$ cat src/rtl/status_flag_unit_pkg.sv
// Shared processor definitions: ALU command encodings, condition codes and
// the bit positions of the NZCV flags inside the status word.
package status_flag_unit_pkg;

  typedef enum logic [3:0] {
    CMD_MOV = 4'b0001,
    CMD_MVN = 4'b1001,
    CMD_ADD = 4'b0010,
    CMD_ADC = 4'b0011,
    CMD_SUB = 4'b0100,
    CMD_SBC = 4'b0101,
    CMD_AND = 4'b0110,
    CMD_ORR = 4'b0111,
    CMD_EOR = 4'b1000
  } alu_cmd_e;

  // "Always" condition: such an instruction never reads the flags.
  localparam logic [3:0] COND_AL = 4'b1110;

  // Status word layout {N,Z,C,V}.
  localparam int FLAG_N = 3;
  localparam int FLAG_Z = 2;
  localparam int FLAG_C = 1;
  localparam int FLAG_V = 0;

  localparam logic [1:0] INFLIGHT_MAX = 2'd3;

endpackage

$ cat src/rtl/status_flag_unit_flag_gen.sv
// Next-flag generator: turns the EXE stage ALU outcome plus the current
// status into the NZCV value that a committing instruction writes.
module flag_gen
  import status_flag_unit_pkg::*;
(
  input  logic [3:0]  i_cmd,
  input  logic [31:0] i_res,
  input  logic        i_op1_msb,
  input  logic        i_op2_msb,
  input  logic        i_cout,
  input  logic [3:0]  i_old,
  output logic [3:0]  o_next
);

  // N/Z always follow the result; C/V only move for arithmetic commands.
  always_comb begin
    o_next         = i_old;
    o_next[FLAG_N] = i_res[31];
    o_next[FLAG_Z] = (i_res == 32'd0);
    case (i_cmd)
      CMD_ADD, CMD_ADC: begin
        o_next[FLAG_C] = i_cout;
        o_next[FLAG_V] = (i_op1_msb == i_op2_msb) & (i_res[31] != i_op1_msb);
      end
      CMD_SUB, CMD_SBC: begin
        // Carry arrives as not-borrow, so it is stored unchanged.
        o_next[FLAG_C] = i_cout;
        o_next[FLAG_V] = (i_op1_msb != i_op2_msb) & (i_res[31] != i_op1_msb);
      end
      default: ;
    endcase
  end

endmodule

$ cat src/rtl/status_flag_unit.sv
// Status flag register with in-flight tracking of flag-setting instructions
// so a conditional instruction in ID stalls until the flags it reads land.
module status_flag_unit
  import status_flag_unit_pkg::*;
(
  input  logic        clk,
  input  logic        rst,
  input  logic        freeze,
  input  logic        flush,
  input  logic        id_valid,
  input  logic        id_s,
  input  logic [3:0]  id_cond,
  input  logic        exe_valid,
  input  logic        exe_s,
  input  logic [3:0]  exe_cmd,
  input  logic [31:0] alu_res,
  input  logic        op1_msb,
  input  logic        op2_msb,
  input  logic        alu_cout,
  output logic [3:0]  status,
  output logic        flag_hazard,
  output logic [1:0]  inflight
);

  logic [3:0] r_status;
  logic [1:0] r_inflight;
  logic [3:0] w_next;
  logic       w_commit;
  logic       w_issue;
  logic       w_hazard;

  flag_gen u_flag_gen (
    .i_cmd     (exe_cmd),
    .i_res     (alu_res),
    .i_op1_msb (op1_msb),
    .i_op2_msb (op2_msb),
    .i_cout    (alu_cout),
    .i_old     (r_status),
    .o_next    (w_next)
  );

  // A conditional ID instruction must wait while any flag writer is in flight.
  always_comb begin
    w_hazard = id_valid & (id_cond != COND_AL) & (r_inflight != 2'd0);
    w_commit = exe_valid & exe_s & ~freeze;
    w_issue  = id_valid & id_s & ~freeze & ~flush & ~w_hazard;
  end

  // Flag register: written only by a committing EXE instruction.
  always_ff @(posedge clk) begin
    if (rst)
      r_status <= 4'b0000;
    else if (w_commit)
      r_status <= w_next;
  end

  // In-flight counter; a flush discards ID/EX writers but not the one in EXE.
  always_ff @(posedge clk) begin
    if (rst)
      r_inflight <= 2'd0;
    else if (!freeze) begin
      if (flush)
        r_inflight <= 2'd0;
      else if (w_issue && !w_commit && r_inflight != INFLIGHT_MAX)
        r_inflight <= r_inflight + 2'd1;
      else if (w_commit && !w_issue && r_inflight != 2'd0)
        r_inflight <= r_inflight - 2'd1;
    end
  end

  // Saturation and floor are reachable only through a pipeline bug.
  always_ff @(posedge clk) begin
    if (!rst && !freeze && !flush) begin
      a_inflight_ovf: assert (!(w_issue && !w_commit && r_inflight == INFLIGHT_MAX));
      a_inflight_unf: assert (!(w_commit && !w_issue && r_inflight == 2'd0));
    end
  end

  assign status      = r_status;
  assign inflight    = r_inflight;
  assign flag_hazard = w_hazard;

endmodule
$ cat config.mk
export PLATFORM = sky130hd
export DESIGN_NAME = status_flag_unit
export DESIGN_NICKNAME = d
export VERILOG_FILES = /design/src/rtl/status_flag_unit_pkg.sv /design/src/rtl/status_flag_unit_flag_gen.sv /design/src/rtl/status_flag_unit.sv
export SDC_FILE = /design/constraint.sdc
export NUM_CORES = 1
export LEC_CHECK = 0
export ABC_AREA = 1
export ABC_CLOCK_PERIOD_IN_PS = 2000
export BUFFER_PORTS_ARGS = -buffer_cell sky130_fd_sc_hd__buf_2
export CAP_MARGIN = 25
export CORE_AREA = 2 2 44 42
export DETAILED_ROUTE_END_ITERATION = 16
export DIE_AREA = 0 0 46 44
export GPL_TIMING_DRIVEN = 0
export PLACE_DENSITY = 0.75
export SETUP_SLACK_MARGIN = 0.3
export SKIP_LAST_GASP = 1
export SYNTH_ARGS = -nofsm -noshare
export SYNTH_HDL_FRONTEND = slang
export SYNTH_SLANG_ARGS = --single-unit
$ cat constraint.sdc
create_clock -name clk -period 2 [get_ports clk]
set_input_delay 0 -clock clk [delete_from_list [all_inputs] [get_ports clk]]
set_output_delay 0 -clock clk [all_outputs]
set_load 0.02 [all_outputs]
==> metrics.txt <==
max-cap violations 0; vias in the first global route 636; crit path buf inv count 0; worst setup path endpoint inflight[0]$_SDFFE_PP0P_; largest net degree at the start of global routing 6; first-pass GRT wire length 2.228 mm; register bit total from synthesis 6; Sink Count 6; hold_buf cts 1; min Tclk post-route 1.211 ns; kind of cell adding the most delay to the critical path simple AND/OR/NAND/NOR gates; initial antenna violation count 0; CP peak stage delay 0.34 ns; crit path cell chain nor2_2, nor2_2, nand2_4, nand2_2, nand2_2, nand3_2, a21oi_1, nor2_1; GR Util All Layers 14.86%; Detail Route Antenna Nets 0; CTS max path bufs 2; WHS 0.03024 ns; H-Tree Depth 1; DP Wirelength 1.330 mm; Worst path slowest cell dfxtp_1; Layout Nets 202; Worst Path Required 2.13 ns; Distinct cells, synth 20; worst path arrival time 1.34 ns; Die X 46 microns; port buffer count 56; cell area after synthesis 513.0 sq um; CP Max Fanout 5; setup slack, reg-to-reg 0.79 ns; setup bufs post-CTS 0; Final Hold Fails 0; final period utilization 60.54%; initial core utilization 32.54%; fmax 825.9 MHz; Critical R2R Launch inflight[0]$_SDFFE_PP0P_; clock transition at the registers of the reported paths 0.04 ns; # diodes 0; Pins Over Slew Limit 0; GPL Wtd Cong 0.8042; setup violators final 0; Yosys warnings 0; reg2reg end inflight[0]$_SDFFE_PP0P_; type of the tightest min-delay check input port to register; CTS tree done; CORE AREA 1577 sq um; Die ar. 2024 sq um; kind of critical path register to register; drt initial violations 5; min-delay src alu_cout; Vias per Instance 4.545; worst setup path start inflight[0]$_SDFFE_PP0P_; Least-Margin Pin Slew 0.2518 ns; Row Count 14; Layout area overhead 64.88%; status finished, final reports clean; Root Driver clkbuf_4; WL final 1.442 mm; vias 750; Max IR drop VDD 229.1 uV; worst r2r path cells 8; Slew headroom 83.06%; TritonRoute pass-1 iters 4; share of cells above drive strength 1 45.64%; sequential-to-total area share from yosys stat 23.41%; RSZ-0062 raised after global routing no; post-synthesis instance total 89; total CTS buffers 3; routed len/inst 8.739 microns; Synth Area per Inst 5.764 sq um; io pins 58; GRT overflow 0; P per Cell Area 407.1 nW/um^2; CTS resizes 0; die height 44 microns; Worst Skew 0.00002165 ns; Worst setup EP type register; Post-Synthesis Net Count 140; DR DRC count 0; clock latency on the worst-skew pair 0.24 ns; Critical Path Stages 8; Sum Neg Setup Slack 0 ns; CP Launch Type register; LEAKAGE 0.4964 nW
-- per-stage QoR --
| stage | cells | power [mW] | util, % | worst slack (ns) | cell area, sq um |
|---|---|---|---|---|---|
| 2_1_floorplan | 89 | 0.1805 | - | 0.7614 | 513.0 |
| 3_3_place_gp | 161 | 0.2363 | 51.59 | 0.8246 | 813.3 |
| 3_5_place_dp | 161 | 0.2403 | 51.59 | 0.7882 | 813.3 |
| 4_1_cts | 165 | 0.3510 | 53.65 | 0.7804 | 845.8 |
| 5_1_grt | 165 | 0.3782 | 53.65 | 0.6507 | 845.8 |
| 6_report | 165 | 0.3443 | 53.65 | 0.7892 | 845.8 |
-- state kept, by name (all words and copies together) (netlist names) --
name	count
inflight	2
status	4
-- cell usage in the layout, fill, tap and decap left out --
| master | count |
|---|---|
| nor2_2 | 2 |
| nor2_4 | 1 |
| nand3_1 | 5 |
| inv_2 | 1 |
| nand3b_1 | 1 |
| inv_1 | 14 |
| nor2_1 | 21 |
| nor4_1 | 4 |
| nor3_1 | 1 |
| dlygate4sd3_1 | 1 |
| and3_1 | 1 |
| dfxtp_1 | 6 |
| a21oi_1 | 3 |
| nand2_4 | 1 |
| clkbuf_4 | 3 |
| xnor2_1 | 1 |
| nand2_2 | 2 |
| o21ai_0 | 4 |
| nand3_2 | 1 |
| a21oi_2 | 1 |
| nand4_1 | 3 |
| buf_2 | 56 |
| nand2_1 | 16 |
-- worst reg2reg max path, cell delays in order (launching register included) --
cell and delay, ns:
dfxtp_1 0.34, nor2_2 0.21, nor2_2 0.07, nand2_4 0.09, nand2_2 0.05, nand2_2 0.05
nand3_2 0.10, a21oi_1 0.13, nor2_1 0.06
-- per-layer routing --
metal	GRT usage (%)	up-vias	routed length, microns
met5	0	-	0
met4	3.429	0	0
met3	6.250	0	113
met2	27.22	33	763
met1	15.21	311	565
li1	-	406	-
-- power breakdown --
| group | switching (mW) | internal (mW) |
|---|---|---|
| logic | 0.0530 | 0.0577 |
| registers | 0.00395 | 0.124 |
| clock network | 0.0379 | 0.0675 |
| total | 0.0948 | 0.250 |
-- worst min path at each step --
stage	to	slack [ns]	cells after the start
6_report	status[1]$_SDFFE_PP0P_	0.03	3
2_1_floorplan	inflight[1]$_SDFFE_PP0P_	0.06	1
3_3_place_gp	inflight[1]$_SDFFE_PP0P_	0.20	2
3_5_place_dp	inflight[1]$_SDFFE_PP0P_	0.20	2
4_1_cts	status[1]$_SDFFE_PP0P_	0.02	3
5_1_grt	status[1]$_SDFFE_PP0P_	0.04	3
-- cells in the mapped netlist --
cell,n,share of area (%)
inv_2,1,0.73
nand2_2,2,2.4
nor2_4,1,2.2
nor2_1,21,15
o21ai_0,4,3.9
nand2_4,1,2.2
nand3_2,1,2.0
dfxtp_1,6,23
a21oi_1,3,2.9
inv_1,14,10
nand2_1,16,12
nand3_1,5,4.9
a21oi_2,1,1.7
nor4_1,4,4.9
nor2_2,2,2.4
nor3_1,1,0.97
nand4_1,3,3.7
xnor2_1,1,1.7
nand3b_1,1,1.5
and3_1,1,1.2
-- final cells by class --
cell class	instances	area [sq um]
Clock buffer	3	22.52
Fill cell	173	730.7
Inverter	15	56.30
Multi-Input combinational cell	68	336.6
Sequential cell	6	120.1
Tap cell	16	20.02
Timing Repair Buffer	57	290.3
-- kinds of logic after synthesis --
kind of cell	share of synthesized area, %
simple gates	55.37
buf+inv	10.97
compound gates	8.536
flops	23.42
xor+xnor	1.708
(Power assumes the default switching activity.)
